<file path="src/rtl/ecc_pkg.sv">
// Shared definitions for the extended-Hamming SEC/DED code: check-bit sizing,
// data-bit placement inside the codeword, and the decode status encoding.
// Used by the syndrome network, the pipelined decoder and the future encoder.
package ecc_pkg;

  typedef enum logic [1:0] {
    CLEAN = 2'd0,
    SEC   = 2'd1,
    DED   = 2'd2
  } dec_status_e;

  // Total check bits (r Hamming bits + 1 overall parity) for a data width.
  // r is the smallest value with 2^r >= data_w + r + 1.
  function automatic int chk_w(input int data_w);
    int r;
    r = 1;
    for (int k = 8; k >= 1; k--) begin
      if ((1 << k) >= data_w + k + 1) r = k;
    end
    return r + 1;
  endfunction

  // Codeword position (1-based) of data bit idx: data bits occupy the
  // non-power-of-two positions in ascending order (bit0 at 3, bit1 at 5, ...).
  function automatic int data_pos(input int idx);
    int pos;
    int cnt;
    pos = 0;
    cnt = 0;
    for (int p = 3; p < 512; p++) begin
      if ((p & (p - 1)) != 0) begin
        if (cnt == idx && pos == 0) pos = p;
        cnt++;
      end
    end
    return pos;
  endfunction

endpackage

</file>
<file path="src/rtl/ecc_syndrome.sv">
// Hamming syndrome / check-bit network: o_syn = recomputed check bits ^ i_chk[r-1:0].
// Latency: combinational. With i_chk = 0, o_syn gives the encoder's check bits.
// Backpressure: none (pure logic); o_par is even parity over data and all check bits.
module ecc_syndrome
  import ecc_pkg::*;
#(
  parameter int  DATA_W = 32,
  localparam int CHK_W  = chk_w(DATA_W),
  localparam int R      = CHK_W - 1
) (
  input  logic [DATA_W-1:0] i_data,
  input  logic [CHK_W-1:0]  i_chk,
  output logic [R-1:0]      o_syn,
  output logic              o_par
);

  // Each set data bit contributes its codeword position to the syndrome.
  logic [R-1:0] w_contrib [DATA_W];

  for (genvar g = 0; g < DATA_W; g++) begin : g_contrib
    localparam logic [R-1:0] POS = R'(data_pos(g));
    assign w_contrib[g] = i_data[g] ? POS : '0;
  end

  // XOR of all contributing positions against the received Hamming bits.
  always_comb begin
    o_syn = i_chk[R-1:0];
    for (int i = 0; i < DATA_W; i++) begin
      o_syn = o_syn ^ w_contrib[i];
    end
  end

  assign o_par = ^{i_data, i_chk};

endmodule

</file>
<file path="src/rtl/secded_decoder_pipe.sv">
// Pipelined SEC/DED decoder: corrects single-bit errors, flags double errors.
// Latency: 2 cycles (syndrome stage, decode stage), 1 word/cycle throughput.
// Backpressure: stages load when empty or when the next stage loads; ECC_ERR_CNT_EN adds error counters.
module secded_decoder_pipe
  import ecc_pkg::*;
#(
  parameter int  DATA_W = 32,
  parameter int  CNT_W  = 16,
  localparam int CHK_W  = chk_w(DATA_W)
) (
  input  logic              clk,
  input  logic              rst,
  input  logic              in_valid,
  output logic              in_ready,
  input  logic [DATA_W-1:0] in_data,
  input  logic [CHK_W-1:0]  in_check,
  input  logic              correct_en,
  output logic              out_valid,
  input  logic              out_ready,
  output logic [DATA_W-1:0] out_data,
  output logic              out_sec,
  output logic              out_ded,
  output logic [CHK_W-1:0]  out_syndrome,
  input  logic              cnt_clr,
  output logic [CNT_W-1:0]  sec_cnt,
  output logic [CNT_W-1:0]  ded_cnt
);

  localparam int R = CHK_W - 1;
  // Highest valid codeword position; larger syndromes cannot be single errors.
  localparam logic [R-1:0] MAX_POS = R'(DATA_W + R);

  logic [R-1:0] w_syn;
  logic         w_par;

  ecc_syndrome #(.DATA_W(DATA_W)) u_syndrome (
    .i_data (in_data),
    .i_chk  (in_check),
    .o_syn  (w_syn),
    .o_par  (w_par)
  );

  // Stage 1 registers
  logic              r_s1_vld;
  logic [DATA_W-1:0] r_s1_data;
  logic              r_s1_corr;
  logic [R-1:0]      r_s1_syn;
  logic              r_s1_par;

  // Stage 2 (output) registers
  logic              r_out_vld;
  logic [DATA_W-1:0] r_out_data;
  logic              r_out_sec;
  logic              r_out_ded;
  logic [CHK_W-1:0]  r_out_syn;

  logic w_s1_load;
  logic w_s2_load;

  assign w_s2_load = !r_out_vld || out_ready;
  assign w_s1_load = !r_s1_vld || w_s2_load;
  assign in_ready  = w_s1_load;

  // Stage 1: capture the word with its syndrome and parity mismatch.
  always_ff @(posedge clk or posedge rst) begin
    if (rst) begin
      r_s1_vld  <= 1'b0;
      r_s1_data <= '0;
      r_s1_corr <= 1'b0;
      r_s1_syn  <= '0;
      r_s1_par  <= 1'b0;
    end else if (w_s1_load) begin
      r_s1_vld <= in_valid;
      if (in_valid) begin
        r_s1_data <= in_data;
        r_s1_corr <= correct_en;
        r_s1_syn  <= w_syn;
        r_s1_par  <= w_par;
      end
    end
  end

  // One-hot flip mask: the data bit whose position equals the syndrome.
  logic [DATA_W-1:0] w_hit;

  for (genvar g = 0; g < DATA_W; g++) begin : g_hit
    localparam logic [R-1:0] POS = R'(data_pos(g));
    assign w_hit[g] = (r_s1_syn == POS);
  end

  dec_status_e       w_status;
  logic [DATA_W-1:0] w_dec_data;

  // Decode: classify the error and correct a data bit when allowed.
  always_comb begin
    w_status   = CLEAN;
    w_dec_data = r_s1_data;
    if (r_s1_par) begin
      if (r_s1_syn == '0) begin
        w_status = SEC;
      end else if (r_s1_syn <= MAX_POS) begin
        w_status = SEC;
        if (r_s1_corr) w_dec_data = r_s1_data ^ w_hit;
      end else begin
        w_status = DED;
      end
    end else if (r_s1_syn != '0) begin
      w_status = DED;
    end
  end

  // Stage 2: register decoded word; holds while the consumer stalls.
  always_ff @(posedge clk or posedge rst) begin
    if (rst) begin
      r_out_vld  <= 1'b0;
      r_out_data <= '0;
      r_out_sec  <= 1'b0;
      r_out_ded  <= 1'b0;
      r_out_syn  <= '0;
    end else if (w_s2_load) begin
      r_out_vld <= r_s1_vld;
      if (r_s1_vld) begin
        r_out_data <= w_dec_data;
        r_out_sec  <= (w_status == SEC);
        r_out_ded  <= (w_status == DED);
        r_out_syn  <= {r_s1_par, r_s1_syn};
      end
    end
  end

  assign out_valid    = r_out_vld;
  assign out_data     = r_out_data;
  assign out_sec      = r_out_sec;
  assign out_ded      = r_out_ded;
  assign out_syndrome = r_out_syn;

`ifdef ECC_ERR_CNT_EN
  localparam logic [CNT_W-1:0] CNT_MAX = {CNT_W{1'b1}};

  logic [CNT_W-1:0] r_sec_cnt;
  logic [CNT_W-1:0] r_ded_cnt;
  logic             w_out_hs;

  assign w_out_hs = r_out_vld && out_ready;

  // Count delivered error words; clear beats increment, counts saturate.
  always_ff @(posedge clk or posedge rst) begin
    if (rst) begin
      r_sec_cnt <= '0;
      r_ded_cnt <= '0;
    end else if (cnt_clr) begin
      r_sec_cnt <= '0;
      r_ded_cnt <= '0;
    end else if (w_out_hs) begin
      if (r_out_sec && r_sec_cnt != CNT_MAX) r_sec_cnt <= r_sec_cnt + 1'b1;
      if (r_out_ded && r_ded_cnt != CNT_MAX) r_ded_cnt <= r_ded_cnt + 1'b1;
    end
  end

  assign sec_cnt = r_sec_cnt;
  assign ded_cnt = r_ded_cnt;
`else
  logic w_unused_cnt_clr;
  assign w_unused_cnt_clr = cnt_clr;
  assign sec_cnt = '0;
  assign ded_cnt = '0;
`endif

endmodule

</file>
<file path="config.mk">
export PLATFORM = sky130hd
export DESIGN_NAME = secded_decoder_pipe
export DESIGN_NICKNAME = d
export VERILOG_FILES = /design/src/rtl/ecc_pkg.sv /design/src/rtl/ecc_syndrome.sv /design/src/rtl/secded_decoder_pipe.sv
export SDC_FILE = /design/constraint.sdc
export NUM_CORES = 1
export LEC_CHECK = 0
export ABC_AREA = 1
export BUFFER_PORTS_ARGS = -buffer_cell sky130_fd_sc_hd__buf_2
export CORE_MARGIN = 10
export CORE_UTILIZATION = 40
export DETAILED_ROUTE_END_ITERATION = 12
export GPL_TIMING_DRIVEN = 0
export PLACE_DENSITY = 0.62
export SLEW_MARGIN = 25
export SYNTH_ARGS = -nofsm -noshare
export SYNTH_HDL_FRONTEND = slang
export SYNTH_HIERARCHICAL = 1
export SYNTH_SLANG_ARGS = --single-unit
</file>
<file path="constraint.sdc">
create_clock -name clk -period 6.8 [get_ports clk]
set_clock_uncertainty 0.05 [all_clocks]
set_input_delay 0.68 -clock clk [delete_from_list [all_inputs] [get_ports clk]]
set_output_delay 0.68 -clock clk [all_outputs]
set_load 0.005 [all_outputs]
</file>
# --- Yosys cells after proc, flatten, opt, wreduce, memory -nomap -nowiden ---
# Index checks and enable logic that the tools add are counted.
word_totals:
  regBits: 83
  out_inout_bits: 75
  elab_cells: 127
op_classes:
  order_cmp: 1
  n_eq_ne: 34
  n_mux: 40
  bitwise_logic: 33
  n_reduce_logical: 9
ops:
  columns: ["cell", "n"]
  rows:
  - ["bitwise XOR 6 bit", 32]
  - ["two-way mux 32 bit", 4]
  - ["equality test 6 x 5 -> 1 bit (second input constant)", 15]
  - ["two-way mux 5 bit", 15]
  - ["equality test 6 x 4 -> 1 bit (second input constant)", 7]
  - ["parity 39 bit", 1]
  - ["equality test 6 bit (second input constant)", 6]
  - ["two-way mux 6 bit", 6]
  - ["bitwise XOR 32 bit", 1]
  - ["two-way mux 4 bit", 7]
  - ["equality test 6 x 3 -> 1 bit (second input constant)", 3]
  - ["two-way mux 2 bit", 5]
  - ["two-way mux 3 bit", 3]
  - ["equality test 6 x 2 -> 1 bit (second input constant)", 1]
  - ["<= comparator 6 bit (second input constant)", 1]
  - ["zero test 6 bit", 1]
  - ["nonzero test 6 bit", 1]
  - ["AND reduction 2 bit", 2]
  - ["equality test 2 x 1 -> 1 bit (second input constant)", 1]
  - ["equality test 2 bit (second input constant)", 1]
  - ["zero test 1 bit", 2]
  - ["logical OR 1 bit", 2]

# --- Longest topological paths before layout ---
# Gate-level depths: netlist of the first run.
logic_depth:
  word_depth: 33
  ltp_mapped: 16

# --- Cells and area by module ---
# The synthesis of the first run kept the hierarchy.
by_module_without_submodules:
  columns: ["module", "n_inst", "cells_per_inst", "area_per_inst_um2", "seq_area_each_um2"]
  rows:
  - ["secded_decoder_pipe", 1, 522, 4093.9, 2077.0]
  - ["ecc_syndrome", 1, 284, 1422.6, 0.0]

# --- Worst setup path after synthesis of the first run ---
# OpenSTA, ideal clock, no wires.
synth_path:
  path_kind: "input to register"
  startpoint: "in in_data[17]"
  endpoint: "reg r_s1_par"
  arrival_ns: 1.682
  required_time_ns: 6.617
  setup_slack_ns: 4.935
  path_stages: 13
  cell_sequence: "buf_2 > xor2_1 > nand2_1 > nand2_1 > nand2_1 > nand2_1 > nor2_1 > nor2_1 > inv_1 > nand2_1 > nand2_1 > nor2_1 > a21oi_1"
synth_between:
  elab_chain_len: 1
synth_lines:
  columns: ["item", "line_no", "text"]
  rows:
  - ["start, declared", "secded_decoder_pipe.sv:15", "input logic [DATA_W-1:0] in_data,"]
  - ["parity 39 bit", "ecc_syndrome.sv:33", "assign o_par = ^{i_data, i_chk};"]
  - ["net w_par", "secded_decoder_pipe.sv:34", "logic w_par;"]
  - ["end signal, assigned", "secded_decoder_pipe.sv:78", "r_s1_par <= w_par;"]
  - ["end, declared", "secded_decoder_pipe.sv:48", "logic r_s1_par;"]
# The timed path passes the listed nets, and every way through them passes these cells.
# A chain may end at the register's enable or synchronous reset.

# --- Worst setup path after layout of the first run ---
layout_path:
  startpoint: "in in_data[19]"
  endpoint: "reg r_s1_par"
# The elaborated chain is that of the path after synthesis.

==> summary.txt, run 1 <==
Synth
  • Syn Area/Cell: 6.84 sq um
  • Netlist cell types: 28
  • Seq/Total Area, Yosys: 0.377
  • Most frequent cells after synthesis: nand2_1 (299), inv_1 (90), dfrtp_1 (83), nand3_1 (79), nor2_1 (65)
  • Netlist Area Pre-Place: 5520 sq um
  • FF+latch count, synth: 83
  • Top cells by area, synth: dfrtp_1 (38%), nand2_1 (20%), nand3_1 (7.2%)
  • Most frequent cell after synthesis: nand2_1
  • Post-synth EDFFs: 0
  • Gate Count Post-Synth: 806
  • Prevailing post-synth register cell: dfrtp_1
  • Yosys warnings: 6
  • Post-synth top area share: 0.377
  • Dominant cell type by area after synthesis: dfrtp_1
  • Async SR Flop Fraction: 1.00

Place
  • Number of port buffers: 86
  • DP HPWL: 12400 microns
  • Pre-CTS setup slack: 4420 ps
  • Gp weighted congestion: 0.901
  • Placed Area: 6310 sq um

Setup path
  • Slowest CP cell: xnor2_1
  • Critical Path Start Type: input port
  • Worst r2r src: r_s1_syn[4]
  • Worst path max stage delay: 310 ps
  • Crit-path cells: buf_2 > xnor2_1 > nand2_1 > nand2_1 > nand2_1 > nand2_1 > nor2_1 > nor2_1 > inv_1 > nand2_1 > nand2_1 > nor2_1 > a21oi_1
  • Most used cell, CP: nand2_1
  • Worst path arrival time: 2210 ps
  • R2R Setup Slk: 5100 ps
  • WS Path Type: in2reg
  • Data required, critical path: 6960 ps
  • Crit. End Element: flop
  • End of the worst register-to-register path: out_data[7]
  • Cells on worst reg2reg path: 7
  • Worst-path fanout max: 4

CTS
  • Clk_lat worst skew: 340 ps
  • H-tree depth: 3
  • Clk sinks: 83
  • CTS clk-pin slew, worst paths: 60 ps
  • CTS tree: done
  • Hold_buf cts: 0
  • Clock root buffer master: clkbuf_16
  • TritonCTS Buffers: 9
  • Clock buffer depth: 2
  • Gates resized, CTS repair: 0
  • Post-CTS setup buffer count: 0

Layout
  • Fin nets: 980
  • Proportion of layout cells with a drive suffix above 1: 0.172
  • Design area: 6680 sq um
  • Area grow syn2layout: 21.1%
  • Fillcell total: 1394
  • N_diodes: 0

Drt
  • Wire per inst: 13.7 microns
  • Drt total wl: 15300 microns
  • DRC: 0
  • Drt initial violations: 319
  • Total number of vias: 5051
  • Vias per inst: 4.53
  • Detail Route Antenna Nets: 0
  • First drt pass iteration count: 5

Floorplan
  • Die area: 18900 sq um
  • Die Width: 137 microns
  • Number of top-level pins: 120
  • Die Y: 137 microns
  • Starting Density: 0.412
  • Core area: 13400 sq um
  • Num rows: 42

Power and ir drop
  • VDD IR-drop max: 113 uV
  • Leakage: 3.73 nW
  • Power Dens Cells: 300 nW/um^2

Global routing
  • GRT Resource Usage Total: 0.163
  • Initial antenna violation count: 0
  • Vias in the first global route: 4819
  • Largest net degree at the start of global routing: 45
  • First-pass GRT wire length: 24300 microns
  • GR Overflow Total: 0

STA
  • Setup total negative slack: 0 ps
  • Worst setup margin: 4750 ps
  • Highest clock rate: 487 MHz
  • Setup violators final: 0
  • Final hold violations: 0
  • Relative slew slack: 0.602
  • RSZ-0062 raised after global routing: no
  • Slew at the pin closest to its max-slew limit: 596 ps
  • Post-layout minimum cycle time: 2050 ps
  • Max Slew Vio Count: 0
  • Fin crit share: 0.302

Run status
  • Outcome: finished clean

Run
  • # Max-Cap Violations: 0

Hold path
  • HP Class: in2async
[worst max path at each step]
stage	slack, ps	endpoint	depth (start not counted)	start
detailed placement	4420	r_s1_par	13	in_data[19]
global route	4620	r_s1_par	14	in_data[17]
CTS	4780	r_s1_par	14	in_data[17]
global placement	2910	out_data[27]	2	rst
floorplan	3930	out_data[0]	1	rst
finish	4750	r_s1_par	13	in_data[19]
[final cells by class]
class,instances,area [sq um],area share
clock buffer,12,256,0.0384
multi-input combinational,608,2840,0.426
timing repair buffer,87,450,0.0674
tap,176,220,0.0330
inverter,94,355,0.0532
sequential,83,2080,0.311
clock inverter,4,120,0.0180
buffer,52,359,0.0537
[kinds of logic after synthesis]
kind of cell           after synthesis  share of synthesized area
AND/OR/NAND/NOR                    463                      0.348
buffers and inverters              146                      0.129
other                                1                   0.000680
flip-flops                          83                      0.377
AO/OA/AOI/OAI                       53                     0.0490
XOR/XNOR                            60                     0.0966
[registers in the layout (all words and copies together), names as in the netlist]
register,cells
r_s1_corr,1
r_s1_par,1
r_s1_vld,1
out_sec,1
out_valid,1
r_s1_data,32
r_s1_syn,6
out_ded,1
out_syndrome,7
out_data,32
[power by group]
| part | internal, mW | leakage [nW] | switching [mW] |
|---|---|---|---|
| Combinational | 0.253 | 2.59 | 0.432 |
| Sequential | 0.627 | 0.956 | 0.0821 |
| Clock | 0.416 | 0.183 | 0.193 |
[worst max-delay path, delay by kind of cell]
kind | cells | cell delay [ps]
buf+inv | 2 | 220
simple gates | 9 | 960
compound gates | 1 | 60
xor+xnor | 1 | 310
[layout by cell type, fill, tap and decap left out, types with 3 or more instances in the layout]
cell	instances
clkbuf_8	3
bufinv_16	4
nand3b_1	3
a21oi_1	42
dfrtp_1	83
conb_1	32
buf_2	94
inv_1	89
buf_6	3
nor3_4	3
nand2_1	299
nand4_1	4
xor2_1	28
xnor2_1	31
or2_1	3
clkbuf_1	7
clkbuf_16	9
nor2_2	6
buf_4	32
o21ai_0	9
nand3_1	79
inv_2	3
nor2_1	65
[per-layer routing]
metal	wire, microns	vias up	track usage
met1	7100	2224	0.217
li1	-	2667	-
met4	240	0	0.0544
met5	0	-	0
met3	1040	18	0.0310
met2	6950	142	0.261
[per-stage QoR]
stage | std cells | hold WS, ps | power (mW) | utilization
global placement | 1099 | 408 | 1.39 | 0.469
finish | 1116 | 343 | 2.00 | 0.499
global route | 1116 | 394 | 2.14 | 0.499
detailed placement | 1100 | 411 | 1.41 | 0.471
CTS | 1116 | 362 | 2.02 | 0.499
floorplan | 837 | 423 | 1.15 | -
(Power assumes the default switching activity.)
==> run 2, diff against run 1 <==
==> constraint.sdc (replaced) <==
create_clock -name clk -period 1.9 [get_ports clk]
set_clock_uncertainty 0.05 [all_clocks]
set_input_delay 0.19 -clock clk [delete_from_list [all_inputs] [get_ports clk]]
set_output_delay 0.19 -clock clk [all_outputs]
set_load 0.005 [all_outputs]
==> summary.txt, run 2 (synthesis results as in run 1) <==
Place
  • Inst Count DP: 1101
  • DP HPWL: 12600 microns
  • Number of port buffers: 86
  • Placed Area: 6330 sq um
  • Pre-CTS setup slack: 14.7 ps
  • Gp weighted congestion: 0.890

CTS
  • CTS clk-pin slew, worst paths: 60 ps
  • H-tree depth: 3
  • Clk_lat worst skew: 340 ps
  • Clock root buffer master: clkbuf_16
  • Clk sinks: 83
  • Hold_buf cts: 1
  • Post-CTS setup buffer count: 0
  • Clock buffer depth: 2
  • CTS tree: done
  • TritonCTS Buffers: 9
  • Gates resized, CTS repair: 0

Setup path
  • Data required, critical path: 2080 ps
  • WS Path Type: reg2reg
  • Crit. End Element: flop
  • Worst path arrival time: 1930 ps
  • Critical Path Start Type: flop
  • Worst-path fanout max: 6

Floorplan
  • Num rows: 42
  • Starting Density: 0.412
  • Core area: 13400 sq um
  • Die Y: 137 microns
  • Die Width: 137 microns
  • Die area: 18900 sq um
  • Number of top-level pins: 120

STA
  • Slew at the pin closest to its max-slew limit: 609 ps
  • Worst setup margin: 150 ps
  • Fin crit share: 0.921
  • Setup violators final: 0
  • Highest clock rate: 571 MHz
  • Hold_ws: 66.2 ps
  • Final hold violations: 0
  • Post-layout minimum cycle time: 1750 ps
  • Relative slew slack: 0.594
  • RSZ-0062 raised after global routing: no
  • Setup total negative slack: 0 ps
  • Max Slew Vio Count: 0

Drt
  • Drt initial violations: 437
  • Total number of vias: 5157
  • Drt total wl: 15400 microns
  • DRC: 0
  • Detail Route Antenna Nets: 0
  • Vias per inst: 4.61
  • First drt pass iteration count: 5
  • Wire per inst: 13.8 microns

Global routing
  • Largest net degree at the start of global routing: 33
  • GRT Resource Usage Total: 0.162
  • Vias in the first global route: 4684
  • Initial antenna violation count: 1
  • First-pass GRT wire length: 24400 microns
  • GR Overflow Total: 0

Power and ir drop
  • Power Dens Cells: 995 nW/um^2
  • Comb power frac: 0.374
  • Leakage: 3.67 nW
  • Sequential share of power: 0.386
  • VDD IR-drop max: 372 uV
  • Int Pwr: 4.04 mW
  • Switching power: 2.54 mW
  • Clk pwr share: 0.240
  • Switching share of total power: 0.386

Run
  • # Max-Cap Violations: 0

Layout
  • Final cell count without fillers: 1118
  • Design area: 6610 sq um
  • N_diodes: 0
  • Commonest non-fill, non-tap cell in the layout: nand2_1
  • Area grow syn2layout: 19.8%
  • Proportion of layout cells with a drive suffix above 1: 0.173
  • Fillcell total: 1398
  • Most frequent cells in the layout: nand2_1 (299), buf_2 (94), inv_1 (89)
  • Multi-input logic area: 2840 sq um
  • Sequential cell area: 2080 sq um
  • Fin nets: 982

Hold path
  • HP Class: in2reg

Run status
  • Outcome: finished clean
-- run 2: final cells by class --
| class | instances | share of cell area |
|---|---|---|
| clock buffers | 10 | 0.0346 |
| flip-flops and latches | 83 | 0.314 |
| inverters | 94 | 0.0540 |
| clock inverters | 6 | 0.00644 |
| repair buffers | 89 | 0.0727 |
| multi-input cells | 608 | 0.430 |
| plain buffers | 52 | 0.0543 |
| well taps | 176 | 0.0333 |
-- run 2: worst paths after layout --
kind	end	cells after the start	start	slack [ps]
setup / recovery	out_data[2]	6	r_s1_syn[3]	150
setup reg to reg	out_data[2]	6	r_s1_syn[3]	150
min in group asynchronous	out_data[25]	3	rst	410
hold / removal	r_s1_corr	3	correct_en	70
max in group asynchronous	out_syndrome[6]	4	rst	850
hold reg to reg	out_data[24]	2	out_data[24]	420
-- run 2: stage by stage --
stage / total power [mW] / utilization
4_1_cts: 6.62 / 0.493
5_1_grt: 7.08 / 0.493
2_1_floorplan: 4.10 / -
3_3_place_gp: 4.98 / 0.469
6_report: 6.58 / 0.493
3_5_place_dp: 5.04 / 0.472
-- run 2: critical path, cell delays in order (launching register included) --
cell and delay, ps:
dfrtp_1 460, inv_1 200, nand3_1 120, nor2_1 450, nand4_1 170, nand3_1 140, nand2_1 50
-- run 2: power by group through the flow --
stage	sequential, mW	combinational [mW]	clock (mW)
final	2.54	2.46	1.58
after global routing	2.59	2.79	1.70
after CTS	2.54	2.48	1.60
after detailed placement	2.57	2.47	0
after global placement	2.55	2.43	0
after floorplan	2.56	1.54	0
-- run 2: metal layers --
layer	vias up	global-route usage	wire, microns
li1	2673	-	-
met1	2307	0.225	7030
met2	161	0.253	7090
met3	16	0.0302	1150
met4	0	0.0439	180
met5	-	0	0
